<file path="src/rtl/ex_div_ctrl_pkg.sv">
// Shared definitions for the EX-stage divide sequencer: default width and FSM state encoding.
package ex_div_ctrl_pkg;

    localparam int unsigned DIV_DATA_WIDTH = 32;

    typedef enum logic [1:0] {
        DIV_IDLE = 2'd0,
        DIV_RUN  = 2'd1,
        DIV_DONE = 2'd2
    } div_state_t;

endpackage

</file>
<file path="src/rtl/ex_div_ctrl_if.sv">
// Request/result bundle between the ID/EX pipeline (master) and the divide sequencer (slave).
interface ex_div_ctrl_if
    import ex_div_ctrl_pkg::*;
#(
    parameter int unsigned DATA_WIDTH = DIV_DATA_WIDTH
) ();

    logic                  start;
    logic                  signed_op;
    logic [DATA_WIDTH-1:0] dividend;
    logic [DATA_WIDTH-1:0] divisor;
    logic                  cancel;
    logic                  stall_req;
    logic                  done;
    logic [DATA_WIDTH-1:0] quotient;
    logic [DATA_WIDTH-1:0] remainder;
    logic                  div_zero;

    modport master (
        output start, signed_op, dividend, divisor, cancel,
        input  stall_req, done, quotient, remainder, div_zero
    );

    modport slave (
        input  start, signed_op, dividend, divisor, cancel,
        output stall_req, done, quotient, remainder, div_zero
    );

endinterface

</file>
<file path="src/rtl/ex_div_ctrl_div_step.sv">
// One combinational radix-2 restoring iteration: shift the next dividend bit into the
// partial remainder, subtract the divisor when it fits, and shift the outcome into the quotient.
module ex_div_ctrl_div_step
    import ex_div_ctrl_pkg::*;
#(
    parameter int unsigned DATA_WIDTH = DIV_DATA_WIDTH
) (
    input  logic [DATA_WIDTH:0]   rem_in,
    input  logic [DATA_WIDTH-1:0] q_in,
    input  logic [DATA_WIDTH-1:0] divisor,
    output logic [DATA_WIDTH:0]   rem_out,
    output logic [DATA_WIDTH-1:0] q_out
);

    logic [DATA_WIDTH+1:0] shifted;
    logic [DATA_WIDTH:0]   diff;
    logic                  fits;

    always_comb begin
        shifted = {rem_in, q_in[DATA_WIDTH-1]};
        fits    = shifted >= {2'b00, divisor};
        diff    = shifted[DATA_WIDTH:0] - {1'b0, divisor};
        rem_out = fits ? diff : shifted[DATA_WIDTH:0];
        q_out   = {q_in[DATA_WIDTH-2:0], fits};
    end

endmodule

</file>
<file path="src/rtl/ex_div_ctrl.sv">
// Multi-cycle DIV/DIVU sequencer: holds the pipeline while a restoring divide runs on
// operand magnitudes, then applies the sign fix and presents quotient/remainder for HI/LO.
module ex_div_ctrl
    import ex_div_ctrl_pkg::*;
#(
    parameter int unsigned DATA_WIDTH = DIV_DATA_WIDTH
) (
    input  logic         clk,
    input  logic         rst,
    ex_div_ctrl_if.slave bus
);

    localparam int unsigned      CNT_W     = $clog2(DATA_WIDTH);
    localparam logic [CNT_W-1:0] LAST_STEP = CNT_W'(DATA_WIDTH - 1);

    div_state_t state, state_next;

    logic                  accept;
    logic                  last_step;
    logic [CNT_W-1:0]      count;
    logic [DATA_WIDTH:0]   rem;
    logic [DATA_WIDTH-1:0] q_shift;
    logic [DATA_WIDTH-1:0] dvs;
    logic                  neg_q;
    logic                  neg_r;
    logic [DATA_WIDTH:0]   step_rem;
    logic [DATA_WIDTH-1:0] step_q;
    logic [DATA_WIDTH-1:0] dividend_abs;
    logic [DATA_WIDTH-1:0] divisor_abs;
    logic [DATA_WIDTH-1:0] q_fixed;
    logic [DATA_WIDTH-1:0] r_fixed;

    ex_div_ctrl_div_step #(.DATA_WIDTH(DATA_WIDTH)) u_step (
        .rem_in  (rem),
        .q_in    (q_shift),
        .divisor (dvs),
        .rem_out (step_rem),
        .q_out   (step_q)
    );

    always_ff @(posedge clk) begin
        if (rst) state <= DIV_IDLE;
        else     state <= state_next;
    end

    always_comb begin
        state_next    = state;
        accept        = 1'b0;
        bus.stall_req = 1'b0;
        bus.done      = 1'b0;
        last_step     = (count == LAST_STEP);
        if (bus.cancel) begin
            state_next = DIV_IDLE;
        end else begin
            case (state)
                DIV_IDLE, DIV_DONE: begin
                    if (bus.start) begin
                        accept     = 1'b1;
                        state_next = (bus.divisor == '0) ? DIV_DONE : DIV_RUN;
                    end else begin
                        state_next = DIV_IDLE;
                    end
                end
                DIV_RUN:  if (last_step) state_next = DIV_DONE;
                default:  state_next = DIV_IDLE;
            endcase
        end
        // Stall drops in the DONE cycle so the pipeline advances with the done pulse.
        bus.stall_req = accept | ((state == DIV_RUN) & ~bus.cancel);
        bus.done      = (state == DIV_DONE);
    end

    always_comb begin
        dividend_abs = (bus.signed_op & bus.dividend[DATA_WIDTH-1]) ? ('0 - bus.dividend) : bus.dividend;
        divisor_abs  = (bus.signed_op & bus.divisor[DATA_WIDTH-1])  ? ('0 - bus.divisor)  : bus.divisor;
        q_fixed      = neg_q ? ('0 - step_q) : step_q;
        r_fixed      = neg_r ? ('0 - step_rem[DATA_WIDTH-1:0]) : step_rem[DATA_WIDTH-1:0];
    end

    always_ff @(posedge clk) begin
        if (rst) begin
            count         <= '0;
            rem           <= '0;
            q_shift       <= '0;
            dvs           <= '0;
            neg_q         <= 1'b0;
            neg_r         <= 1'b0;
            bus.quotient  <= '0;
            bus.remainder <= '0;
            bus.div_zero  <= 1'b0;
        end else if (accept) begin
            if (bus.divisor == '0) begin
                bus.quotient  <= '0;
                bus.remainder <= '0;
                bus.div_zero  <= 1'b1;
            end else begin
                count   <= '0;
                rem     <= '0;
                q_shift <= dividend_abs;
                dvs     <= divisor_abs;
                neg_q   <= bus.signed_op & (bus.dividend[DATA_WIDTH-1] ^ bus.divisor[DATA_WIDTH-1]);
                neg_r   <= bus.signed_op & bus.dividend[DATA_WIDTH-1];
            end
        end else if ((state == DIV_RUN) && !bus.cancel) begin
            rem     <= step_rem;
            q_shift <= step_q;
            count   <= count + 1'b1;
            // Final iteration result is sign-fixed straight into the output registers.
            if (last_step) begin
                bus.quotient  <= q_fixed;
                bus.remainder <= r_fixed;
                bus.div_zero  <= 1'b0;
            end
        end
    end

endmodule

</file>
<file path="src/flat_wrapper.sv">
// flat-port wrapper written by rule: the top's interface ports become plain ports
module ex_div_ctrl_flat import ex_div_ctrl_pkg::*;
#(
    parameter int unsigned DATA_WIDTH = DIV_DATA_WIDTH
)
  (clk, rst, bus_start, bus_signed_op, bus_dividend, bus_divisor, bus_cancel, bus_stall_req, bus_done, bus_quotient, bus_remainder, bus_div_zero);
  ex_div_ctrl_if #(.DATA_WIDTH(DATA_WIDTH)) bus_i ();
  input  logic clk;
  input  logic rst;
  input wire logic [$bits(bus_i.start)-1:0] bus_start;
  input wire logic [$bits(bus_i.signed_op)-1:0] bus_signed_op;
  input wire logic [$bits(bus_i.dividend)-1:0] bus_dividend;
  input wire logic [$bits(bus_i.divisor)-1:0] bus_divisor;
  input wire logic [$bits(bus_i.cancel)-1:0] bus_cancel;
  output wire logic [$bits(bus_i.stall_req)-1:0] bus_stall_req;
  output wire logic [$bits(bus_i.done)-1:0] bus_done;
  output wire logic [$bits(bus_i.quotient)-1:0] bus_quotient;
  output wire logic [$bits(bus_i.remainder)-1:0] bus_remainder;
  output wire logic [$bits(bus_i.div_zero)-1:0] bus_div_zero;
  assign bus_i.start = bus_start;
  assign bus_i.signed_op = bus_signed_op;
  assign bus_i.dividend = bus_dividend;
  assign bus_i.divisor = bus_divisor;
  assign bus_i.cancel = bus_cancel;
  assign bus_stall_req = bus_i.stall_req;
  assign bus_done = bus_i.done;
  assign bus_quotient = bus_i.quotient;
  assign bus_remainder = bus_i.remainder;
  assign bus_div_zero = bus_i.div_zero;
  ex_div_ctrl #(.DATA_WIDTH(DATA_WIDTH)) u_core (.clk(clk), .rst(rst), .bus(bus_i));
endmodule
</file>
<file path="config.mk">
export PLATFORM = sky130hd
export DESIGN_NAME = ex_div_ctrl_flat
export DESIGN_NICKNAME = d
export VERILOG_FILES = /design/src/rtl/ex_div_ctrl_pkg.sv /design/src/rtl/ex_div_ctrl_if.sv /design/src/rtl/ex_div_ctrl_div_step.sv /design/src/rtl/ex_div_ctrl.sv /design/src/flat_wrapper.sv
export SDC_FILE = /design/constraint.sdc
export NUM_CORES = 1
export LEC_CHECK = 0
export CAP_MARGIN = 20
export CORE_UTILIZATION = 55
export DETAILED_ROUTE_END_ITERATION = 8
export GPL_ROUTABILITY_DRIVEN = 1
export PLACE_DENSITY = 0.79
export SLEW_MARGIN = 5
export SYNTH_ARGS = -nofsm -noshare
export SYNTH_HDL_FRONTEND = slang
export SYNTH_SLANG_ARGS = --single-unit
export TNS_END_PERCENT = 100
</file>
<file path="constraint.sdc">
create_clock -name clk -period 7.1 [get_ports clk]
set_input_delay 1.42 -clock clk [delete_from_list [all_inputs] [get_ports clk]]
set_output_delay 1.42 -clock clk [all_outputs]
set_load 0.02 [all_outputs]
</file>
==> metrics.csv, run 1 <==
metric,value,unit
synth_seq_cells,171,
cts_buffer_depth,2,
grt_pass1_vias,10388,
status,"finished, final reports clean",
start_util,0.567,
period_share,0.736,
cts.sinks,171,
cap_violations,0,
synth_edf_count,0,
worst_setup_path_end_kind,flip-flop,
fmax,191,MHz
pwr-share-clk,0.375,
synthFlopType,dfxtp_1,
place_ws,1510,ps
required,7440,ps
slew_headroom,0.301,
antenna_found_initial,0,
post_cts_buffers,0,
ys_warn_count,0,
tns,0,ps
vias,11498,
crit_slowest_cell,or3_2,
num_antenna_cells,0,
synthMostInstantiatedCell,nor2_1,
synth_top_area_frac,0.296,
wl,34200,µm
synth-seq-area-share,0.296,
top_level_ports,136,
switchingPower,0.832,mW
p_int,1.68,mW
dp_hpwl,25800,µm
async_flop_share,0,
place_congestion,0.938,
worst_slack,1870,ps
wl_per_cell,18.6,µm
grt_setup_unrepaired,no,
cts_root_buf,clkbuf_16,
cts-htree-levels,4,
cp_top_family,simple AND/OR/NAND/NOR gates,
worstPathArrival,5560,ps
cp_cell_sequence,inv_1 -> ha_1 -> inv_1 -> fa_1 -> a211oi_2 -> o21ai_2 -> nand3_1 -> a31oi_1 -> a31o_2 -> mux2i_1 -> ha_1 -> nand2_1 -> or3_1 -> or3_2 -> or4_1 -> o41ai_4 -> nand3_2 -> o41ai_2 -> xnor2_1 -> a22o_1,
start_kind,flip-flop,
final.fill_count,1747,
crit_buf_inv,2,
die_width,147,µm
pwr-share-seq,0.403,
combinationalPowerShare,0.222,
cp_max_fo,8,
hp-class,flip-flop to flip-flop,
synth_nets,1587,
detail-route-antenna-nets,0,
fin_crit,5230,ps
slew_violations,0,
synth_common_cells,"nor2_1, dfxtp_1, nand2_1",
avgSynthCellArea,7.83,µm²
grt_start_max_net_pins,98,
finalHoldViolations,0,
hold_buffers,0,
synthToLayoutAreaGrowth,16.4,%
finClkSkew,16.2,ps
path_clk_slew,80,ps
power_density,186,mW/mm²
vdd_drop_max,0.171,mV
via_per_inst,6.26,
drive_gt1_frac,0.0658,
layout.nets,1661,
tightest_slew,1050,ps
cellLeakagePower,4.91,nW
core,0.0204,mm²
path_class,flip-flop to flip-flop,
cts_resized,0,
finalSetupViolCount,0,
post-synth-top-area-cell,dfxtp_1,
dieArea,0.0216,mm²
die_h,147,µm
syn_area,0.0116,mm²
critPathMaxStageDelay,490,ps
dr.pass1.iters,7,
yosysUniqueCellTypes,92,
drt-initial-drc-count,1331,
grt_util_all_layers,0.319,
ys_top_cells_by_area,"dfxtp_1, nor2_1, xnor2_1, a21oi_1, ha_1",
row_count,52,
netlist_instances,1479,
insertion_delay,440,ps
cts_tree,built,
drc,0,
port_buffers,135,
overflow,0,
cts_made_buffers,17,
grt_pass1_wl,55100,µm
p_sw_frac,0.332,
-- power by group through the flow --
stage               Sequential [mW]  Clock [mW]  Combinational (mW)
global route                   1.01       0.989               0.606
CTS                            1.01       0.943               0.547
detailed placement             1.03           0               0.544
floorplan                      1.02           0               0.400
global placement               1.03           0               0.535
finish                         1.01       0.941               0.557
-- final timing paths --
check / endpoint / cells after the start / from / slack [ps]
hold reg to reg: u_core.bus.quotient[30] / 2 / u_core.bus.quotient[30] / 460
hold / removal: u_core.bus.quotient[30] / 2 / u_core.bus.quotient[30] / 460
setup / recovery: u_core.bus.remainder[30] / 20 / u_core.q_shift[31] / 1870
setup reg to reg: u_core.bus.remainder[30] / 20 / u_core.q_shift[31] / 1870
-- registers in the layout, summed over array words and instances, names as in the netlist --
signal	cells
u_core.state	2
u_core.q_shift	32
u_core.dvs	32
u_core.bus.div_zero	1
u_core.neg_r	1
u_core.bus.remainder	32
u_core.count	5
u_core.rem	33
u_core.neg_q	1
u_core.bus.quotient	32
-- cell type report --
| class | instances | area, µm² | share of cell area |
|---|---|---|---|
| sequential | 171 | 3420 | 0.254 |
| timing repair buffer | 147 | 1440 | 0.107 |
| clock buffer | 17 | 425 | 0.0316 |
| multi-input combinational | 1162 | 7490 | 0.555 |
| inverter | 54 | 203 | 0.0150 |
| clock inverter | 15 | 166 | 0.0123 |
| tap | 270 | 338 | 0.0251 |
-- layout by cell type (no fill, tap or decap), types with 13 or more instances in the layout --
| cell | instances |
|---|---|
| nor2_1 | 227 |
| dfxtp_1 | 171 |
| clkdlybuf4s50_1 | 134 |
| nand2_1 | 114 |
| a21oi_1 | 97 |
| xnor2_1 | 93 |
| o21ai_0 | 68 |
| xor2_1 | 54 |
| inv_1 | 53 |
| nor3_1 | 40 |
| a211oi_1 | 38 |
| ha_1 | 38 |
| nand3_1 | 35 |
| a31oi_1 | 33 |
| o31ai_1 | 30 |
| a221oi_1 | 28 |
| a22oi_1 | 24 |
| a22o_1 | 23 |
| mux2i_1 | 20 |
| nor4_1 | 18 |
| clkbuf_16 | 17 |
| or4_1 | 16 |
| o41ai_1 | 15 |
| nand4_1 | 14 |
| buf_4 | 13 |
-- cells by family (layout without fill, tap and decap cells) --
kind of cell             Yosys count  count (layout)  share of synthesized area
buffers and inverters            146             233                     0.0600
adder cells (fa/ha/maj)           39              39                     0.0428
AND/OR/NAND/NOR                  535             535                      0.221
XOR/XNOR                         147             147                      0.111
AO/OA/AOI/OAI                    418             418                      0.250
multiplexers                      23              23                     0.0202
flip-flops                       171             171                      0.296
-- metrics by stage --
stage / area (µm²) / instances / hold WS, ps / power [mW] / utilization
finish: 13500 / 1836 / 455 / 2.51 / 0.660
global route: 13500 / 1836 / 475 / 2.61 / 0.660
CTS: 13500 / 1836 / 455 / 2.50 / 0.660
detailed placement: 12900 / 1804 / 445 / 1.58 / 0.631
global placement: 12900 / 1804 / 440 / 1.56 / 0.631
floorplan: 11600 / 1479 / 432 / 1.42 / -
-- tightest hold or removal path: stages, from the launching register on --
cell and delay (ps):
dfxtp_1 310, nand2_1 50, a21oi_1 50
-- per-layer routing --
layer / up-vias / share of wire / track usage
met5: - / 0 / 0
met4: 0 / 0.027 / 0.120
met3: 65 / 0.097 / 0.0491
met2: 552 / 0.44 / 0.484
met1: 5386 / 0.44 / 0.454
li1: 5495 / - / -
No activity file was read; power rests on OpenSTA's default activity.
==> run 2: changes to the inputs <==
--- a/config.mk
+++ b/config.mk
@@ -6,10 +6,10 @@
 export NUM_CORES = 1
 export LEC_CHECK = 0
 export CAP_MARGIN = 20
-export CORE_UTILIZATION = 55
+export CORE_UTILIZATION = 52
 export DETAILED_ROUTE_END_ITERATION = 8
 export GPL_ROUTABILITY_DRIVEN = 1
-export PLACE_DENSITY = 0.79
+export PLACE_DENSITY = 0.78
 export SLEW_MARGIN = 5
 export SYNTH_ARGS = -nofsm -noshare
 export SYNTH_HDL_FRONTEND = slang
==> constraint.sdc (replaced) <==
create_clock -name clk -period 4.3 [get_ports clk]
set_input_delay 0.86 -clock clk [delete_from_list [all_inputs] [get_ports clk]]
set_output_delay 0.86 -clock clk [all_outputs]
set_load 0.02 [all_outputs]
==> run 2 against run 1 <==
The flow now finishes with violations (setup timing). Sequential share of layout area fell by 2.4 points. Critical path depth rose by 1. Register-to-register slack got worse by 1900 ps. Count of clock-buffer cells in the layout did not move. Combinational power rose by 99%. Maximum frequency rose by 20%. Non-clock buffer count rose by 148. Largest cell class unchanged. Largest power group unchanged.
==> metrics.csv, run 2 (synthesized netlist as in run 1, its figures left out) <==
metric,value,unit,change
status,"complete, but fails checks",,
violations,setup timing,,
grt_setup_unrepaired,yes,,
top_register,u_core.rem,,
place_congestion,0.982,,+4.7%
whs_path_depth,2,,unchanged
crit_slowest_cell,or4_4,,
r2r_slack,-70,ps,-1950 ps
start_util,0.531,,-0.0362
overflow,0,,unchanged
dp_cells,1950,,+8.1%
power_density,290,mW/mm²,+56%
grt_start_max_net_pins,68,,-31%
antenna_found_initial,0,,unchanged
pwr-share-seq,0.386,,-0.017
grt_util_all_layers,0.334,,+0.0150
most-common-layout-cells,"nor2_1, dfxtp_1, buf_4",,
cp-endpoint,u_core.bus.remainder[24],,
largest_register_ffs,33,,unchanged
worstSetupStartpoint,u_core.q_shift[31],,
top_level_ports,136,,unchanged
reg2reg_from,u_core.q_shift[31],,
tns,-143,ps,-143 ps
cellLeakagePower,5.67,nW,+15%
layout.nets,1809,,+8.9%
vias,12177,,+5.9%
path_class,flip-flop to flip-flop,,
cts.sinks,171,,unchanged
drive_gt1_frac,0.170,,+0.105
final_common_cell,nor2_1,,
wl_per_cell,18.8,µm,+0.82%
num_antenna_cells,0,,unchanged
port_buffers,135,,unchanged
cp_cell_sequence,inv_2 -> ha_4 -> inv_2 -> fa_2 -> a211oi_4 -> o21ai_2 -> nand3_2 -> a31oi_4 -> a31o_4 -> mux2i_2 -> ha_2 -> nand2_2 -> or3_4 -> or3_4 -> or4_4 -> o41ai_4 -> nand3_2 -> buf_6 -> o21ai_2 -> xor2_1 -> a22o_1,,
finalNonFillerCells,1993,,+8.6%
switchingPower,1.43,mW,+71%
dpl_cell_area,0.0140,mm²,+8.9%
p_int,2.90,mW,+73%
r2r_end,u_core.bus.remainder[24],,
cts_made_buffers,17,,unchanged
reg2reg_depth,21,,+5.0%
p_total,4.32,mW,+72%
drt-initial-drc-count,1259,,-5.4%
worst_setup_path_end_kind,flip-flop,,
cp_top_family,simple AND/OR/NAND/NOR gates,,
pwr-share-clk,0.357,,-0.018
cts_buffer_depth,2,,unchanged
cts-htree-levels,4,,unchanged
critPathMaxStageDelay,430,ps,-60 ps
die_width,151,µm,+2.8%
cts_tree,built,,
finalSetupViolCount,3,,+3
cp_max_fo,5,,-3
combinationalPowerShare,0.258,,+0.036
synthToLayoutAreaGrowth,28.7,%,
via_per_inst,6.11,,-2.4%
fin_crit,4370,ps,-854 ps
multiInputGateArea,0.00771,mm²,+3.0%
detail-route-antenna-nets,0,,unchanged
fmax,229,MHz,+20%
dr.pass1.iters,6,,-1
row_count,54,,+3.8%
tightest_slew,1050,ps,-1.23 ps
cap_violations,0,,unchanged
die_h,151,µm,+2.8%
finalHoldViolations,0,,unchanged
wl,37400,µm,+9.4%
drc,0,,unchanged
grt_pass1_vias,11279,,+8.6%
cts_root_buf,clkbuf_16,,
slew_headroom,0.300,,about the same
grt_pass1_wl,59700,µm,+8.3%
regArea,0.00343,mm²,+0.15%
final.fill_count,1845,,+5.6%
start_kind,flip-flop,,
slew_violations,0,,unchanged
insertion_delay,450,ps,about the same
required,4640,ps,-2800 ps
finClkSkew,9.96,ps,-6.26 ps
worst_slack,-72.4,ps,-1950 ps
fin_area,0.0149,mm²,+11%
p_sw_frac,0.330,,-0.00185
hp-class,flip-flop to flip-flop,,
vdd_drop_max,0.264,mV,+54%
dp_hpwl,28400,µm,+10%
dieArea,0.0229,mm²,+5.7%
worstPathArrival,4710,ps,-850 ps
place_ws,-248,ps,-1760 ps
crit_buf_inv,3,,+1
path_clk_slew,80,ps,about the same
critical_path_depth,21,,+5.0%
period_share,1.02,,+0.281
core,0.0218,mm²,+6.8%
run 2: worst min-delay path: stages, from the launching register on:
cell     delay, ps
dfxtp_1        320
nand2_1         50
a21oi_1         50
run 2: worst min-delay path by stage:
| stage | start | to | slack (ps) |
|---|---|---|---|
| after floorplan | u_core.dvs[31] | u_core.dvs[31] | 430 |
| after global placement | u_core.bus.remainder[18] | u_core.bus.remainder[18] | 440 |
| after detailed placement | u_core.bus.remainder[6] | u_core.bus.remainder[6] | 450 |
| after CTS | u_core.bus.remainder[6] | u_core.bus.remainder[6] | 460 |
| after global routing | u_core.bus.remainder[6] | u_core.bus.remainder[6] | 460 |
| final | u_core.bus.remainder[6] | u_core.bus.remainder[6] | 460 |
run 2: layout make-up:
class / instances / area share
repair buffers: 295 / 0.177
clock buffers: 17 / 0.0285
inverters: 54 / 0.0136
multi-input cells: 1162 / 0.517
well taps: 280 / 0.0235
clock inverters: 14 / 0.0102
flip-flops and latches: 171 / 0.230
run 2: power groups by stage:
| stage | Combinational (mW) | Sequential, mW | Clock [mW] |
|---|---|---|---|
| finish | 1.11 | 1.67 | 1.54 |
| CTS | 1.07 | 1.66 | 1.55 |
| global route | 1.21 | 1.67 | 1.62 |
| detailed placement | 1.03 | 1.70 | 0 |
| global placement | 1.01 | 1.70 | 0 |
| floorplan | 0.672 | 1.69 | 0 |
run 2: repair_timing:
| action | CTS | global route |
|---|---|---|
| hold buffers | 0 | 0 |
| gates resized for setup | 20 | 23 |
| buffers inserted | 8 | 4 |
| pin swaps | 12 | 18 |
| setup endpoints to repair | 7 | 13 |
| cloned | 0 | 0 |
run 2: through the flow:
step | hold WS, ps | util
after floorplan | 432 | -
after global placement | 443 | 0.643
after detailed placement | 446 | 0.643
after CTS | 456 | 0.677
after global routing | 464 | 0.683
final | 460 | 0.683
run 2: layer usage:
layer | track usage | vias up | wire (µm)
met1 | 0.468 | 5689 | 16500
met3 | 0.0539 | 113 | 3040
li1 | - | 5803 | -
met5 | 0 | - | 0
met2 | 0.499 | 572 | 16400
met4 | 0.149 | 0 | 1500
==> run 3: changes to the inputs <==
--- a/config.mk
+++ b/config.mk
@@ -10,6 +10,8 @@
 export DETAILED_ROUTE_END_ITERATION = 8
 export GPL_ROUTABILITY_DRIVEN = 1
 export PLACE_DENSITY = 0.78
+export REMOVE_ABC_BUFFERS = 1
+export SETUP_SLACK_MARGIN = 0.4
 export SLEW_MARGIN = 5
 export SYNTH_ARGS = -nofsm -noshare
 export SYNTH_HDL_FRONTEND = slang
==> run 3 against run 2 <==
The flow still finishes with violations (setup timing). Sequential share of layout area down 1.1 points. Via count up 0.91%. Non-clock buffer count up 32. Wire length down 1.1%. Worst setup slack worse by 1.9 ps. Utilization up 3.3 points. Critical path type unchanged.
==> metrics.csv, run 3 (synthesized netlist as in run 1, its figures left out) <==
metric,value,unit,change
cellLeakagePower,5.90,nW,+4.2%
reg2reg_from,u_core.dvs[18],,
drive_gt1_frac,0.210,,+0.0392
slew_headroom,0.181,,-0.120
die_width,151,µm,unchanged
worst_slack,-74.3,ps,-1.93 ps
fin_crit,4370,ps,+1.93 ps
r2r_end,u_core.bus.remainder[28],,
detail-route-antenna-nets,0,,unchanged
hp-start,u_core.bus.remainder[11],,
num_antenna_cells,0,,unchanged
start_util,0.531,,unchanged
cts_tree,built,,
grt_start_max_net_pins,55,,-19%
hold_buffers,0,,unchanged
largest_register_ffs,33,,unchanged
slew_violations,0,,unchanged
grt_setup_unrepaired,yes,,
cap_violations,0,,unchanged
violations,setup timing,,
cts-htree-levels,4,,unchanged
dpl_cell_area,0.0142,mm²,+1.0%
path_class,flip-flop to flip-flop,,
combinationalPowerShare,0.272,,+0.014
grt_util_all_layers,0.312,,-0.0217
finalHoldViolations,0,,unchanged
p_total,4.44,mW,+2.7%
r2r_slack,-70,ps,about the same
top_register,u_core.rem,,
via_per_inst,6.07,,-0.73%
worst_setup_path_end_kind,flip-flop,,
tightest_slew,1230,ps,+180 ps
port_buffers,135,,unchanged
grt_pass1_vias,11442,,+1.4%
fin_util,0.716,,+0.0331
fmax,229,MHz,about the same
fin_area,0.0156,mm²,+4.8%
whs_path_depth,2,,unchanged
drt-initial-drc-count,1053,,-16%
status,"complete, but fails checks",,
worstPathArrival,4710,ps,about the same
layout.nets,1841,,+1.8%
min_to,u_core.bus.remainder[11],,
hp-class,flip-flop to flip-flop,,
pwr-share-clk,0.353,,-0.004
p_int,2.97,mW,+2.3%
wl_per_cell,18.3,µm,-2.7%
most-common-layout-cells,"nor2_1, buf_4, dfxtp_1",,
vias,12288,,+0.91%
die_h,151,µm,unchanged
cts_root_buf,clkbuf_16,,
dieArea,0.0229,mm²,unchanged
pwr-share-seq,0.375,,-0.011
dr.pass1.iters,5,,-1
finClkSkew,14.5,ps,+4.51 ps
reg2reg_depth,19,,-9.5%
insertion_delay,440,ps,about the same
final.fill_count,1701,,-7.8%
drc,0,,unchanged
dp_hpwl,26300,µm,-7.5%
grt_pass1_wl,56700,µm,-5.0%
antenna_found_initial,0,,unchanged
cts_made_buffers,17,,unchanged
multiInputGateArea,0.00807,mm²,+4.7%
finalSetupViolCount,6,,+3
cts_buffer_depth,2,,unchanged
regArea,0.00343,mm²,about the same
core,0.0218,mm²,unchanged
final_common_cell,nor2_1,,
synthToLayoutAreaGrowth,34.9,%,
top_level_ports,136,,unchanged
overflow,0,,unchanged
start_kind,flip-flop,,
period_share,1.02,,about the same
cts.sinks,171,,unchanged
wl,37000,µm,-1.1%
row_count,54,,unchanged
place_congestion,0.951,,-3.2%
power_density,284,mW/mm²,-2.0%
path_clk_slew,70,ps,about the same
switchingPower,1.48,mW,+3.5%
cp_max_fo,5,,unchanged
required,4640,ps,about the same
p_sw_frac,0.332,,+0.00259
vdd_drop_max,0.211,mV,-20%
tns,-265,ps,-122 ps
## run 3: cell count changes in the layout (fill, tap and decap cells not counted), sizes merged
| cell | before | now |
|---|---|---|
| clkinvlp | 1 | 3 |
| inv | 62 | 61 |
| clkbuf | 17 | 18 |
| buf | 161 | 192 |
## run 3: routing by layer
metal	track usage	wire length (µm)	up-vias
li1	-	-	5864
met1	0.407	15900	5843
met2	0.509	17600	502
met3	0.0455	2200	79
met4	0.139	1340	0
met5	0	0	-
## run 3: critical path: stages, from the launching register on
cell,delay [ps]
dfxtp_1,330
inv_2,60
ha_1,300
nand4_1,210
nor4_4,350
a31oi_4,140
o221ai_4,200
a31o_4,190
mux2i_4,290
ha_4,180
nand2_2,50
or3_4,340
or3_4,340
or4_4,440
o41ai_4,90
nand3_2,180
buf_6,180
o21ai_2,120
xnor2_1,80
a22o_1,190
## run 3: worst max-delay path by stage
stage | start | endpoint | slack, ps | depth (start not counted)
2_1_floorplan | bus_cancel | u_core.bus.quotient[29] | -1520 | 4
3_3_place_gp | u_core.q_shift[31] | u_core.bus.remainder[30] | -190 | 20
3_5_place_dp | u_core.q_shift[31] | u_core.bus.remainder[30] | -340 | 20
5_1_grt | u_core.rem[18] | u_core.bus.remainder[28] | -220 | 18
4_1_cts | u_core.q_shift[31] | u_core.bus.remainder[30] | -70 | 20
6_report | u_core.dvs[18] | u_core.bus.remainder[28] | -70 | 19
## run 3: area by class of cell
class / instances / share of cell area
Clock buffer: 17 / 0.0272
Clock inverter: 15 / 0.0114
Inverter: 54 / 0.0130
Multi-Input combinational cell: 1162 / 0.517
Sequential cell: 171 / 0.219
Tap cell: 280 / 0.0224
Timing Repair Buffer: 327 / 0.190
## run 3: timing repair
item / in CTS / in global routing
buffers inserted: 8 / 16
pin swaps: 26 / 36
endpoints found under the setup margin: 20 / 82
cloned: 0 / 1
resized for setup: 40 / 79
## run 3: through the flow
step	cells	hold slack, ps	worst slack, ps
6_report	2026	457	-74.3
5_1_grt	2026	468	-217
3_5_place_dp	1968	446	-339
3_3_place_gp	1968	435	-188
2_1_floorplan	1387	426	-1520
4_1_cts	2008	460	-69.1
## run 3: power by group through the flow
stage	Combinational [mW]	Sequential (mW)	Clock [mW]
after global placement	1.01	1.70	0
after detailed placement	1.03	1.70	0
after floorplan	0.611	1.69	0
final	1.21	1.67	1.57
after CTS	1.08	1.66	1.57
after global routing	1.30	1.67	1.64
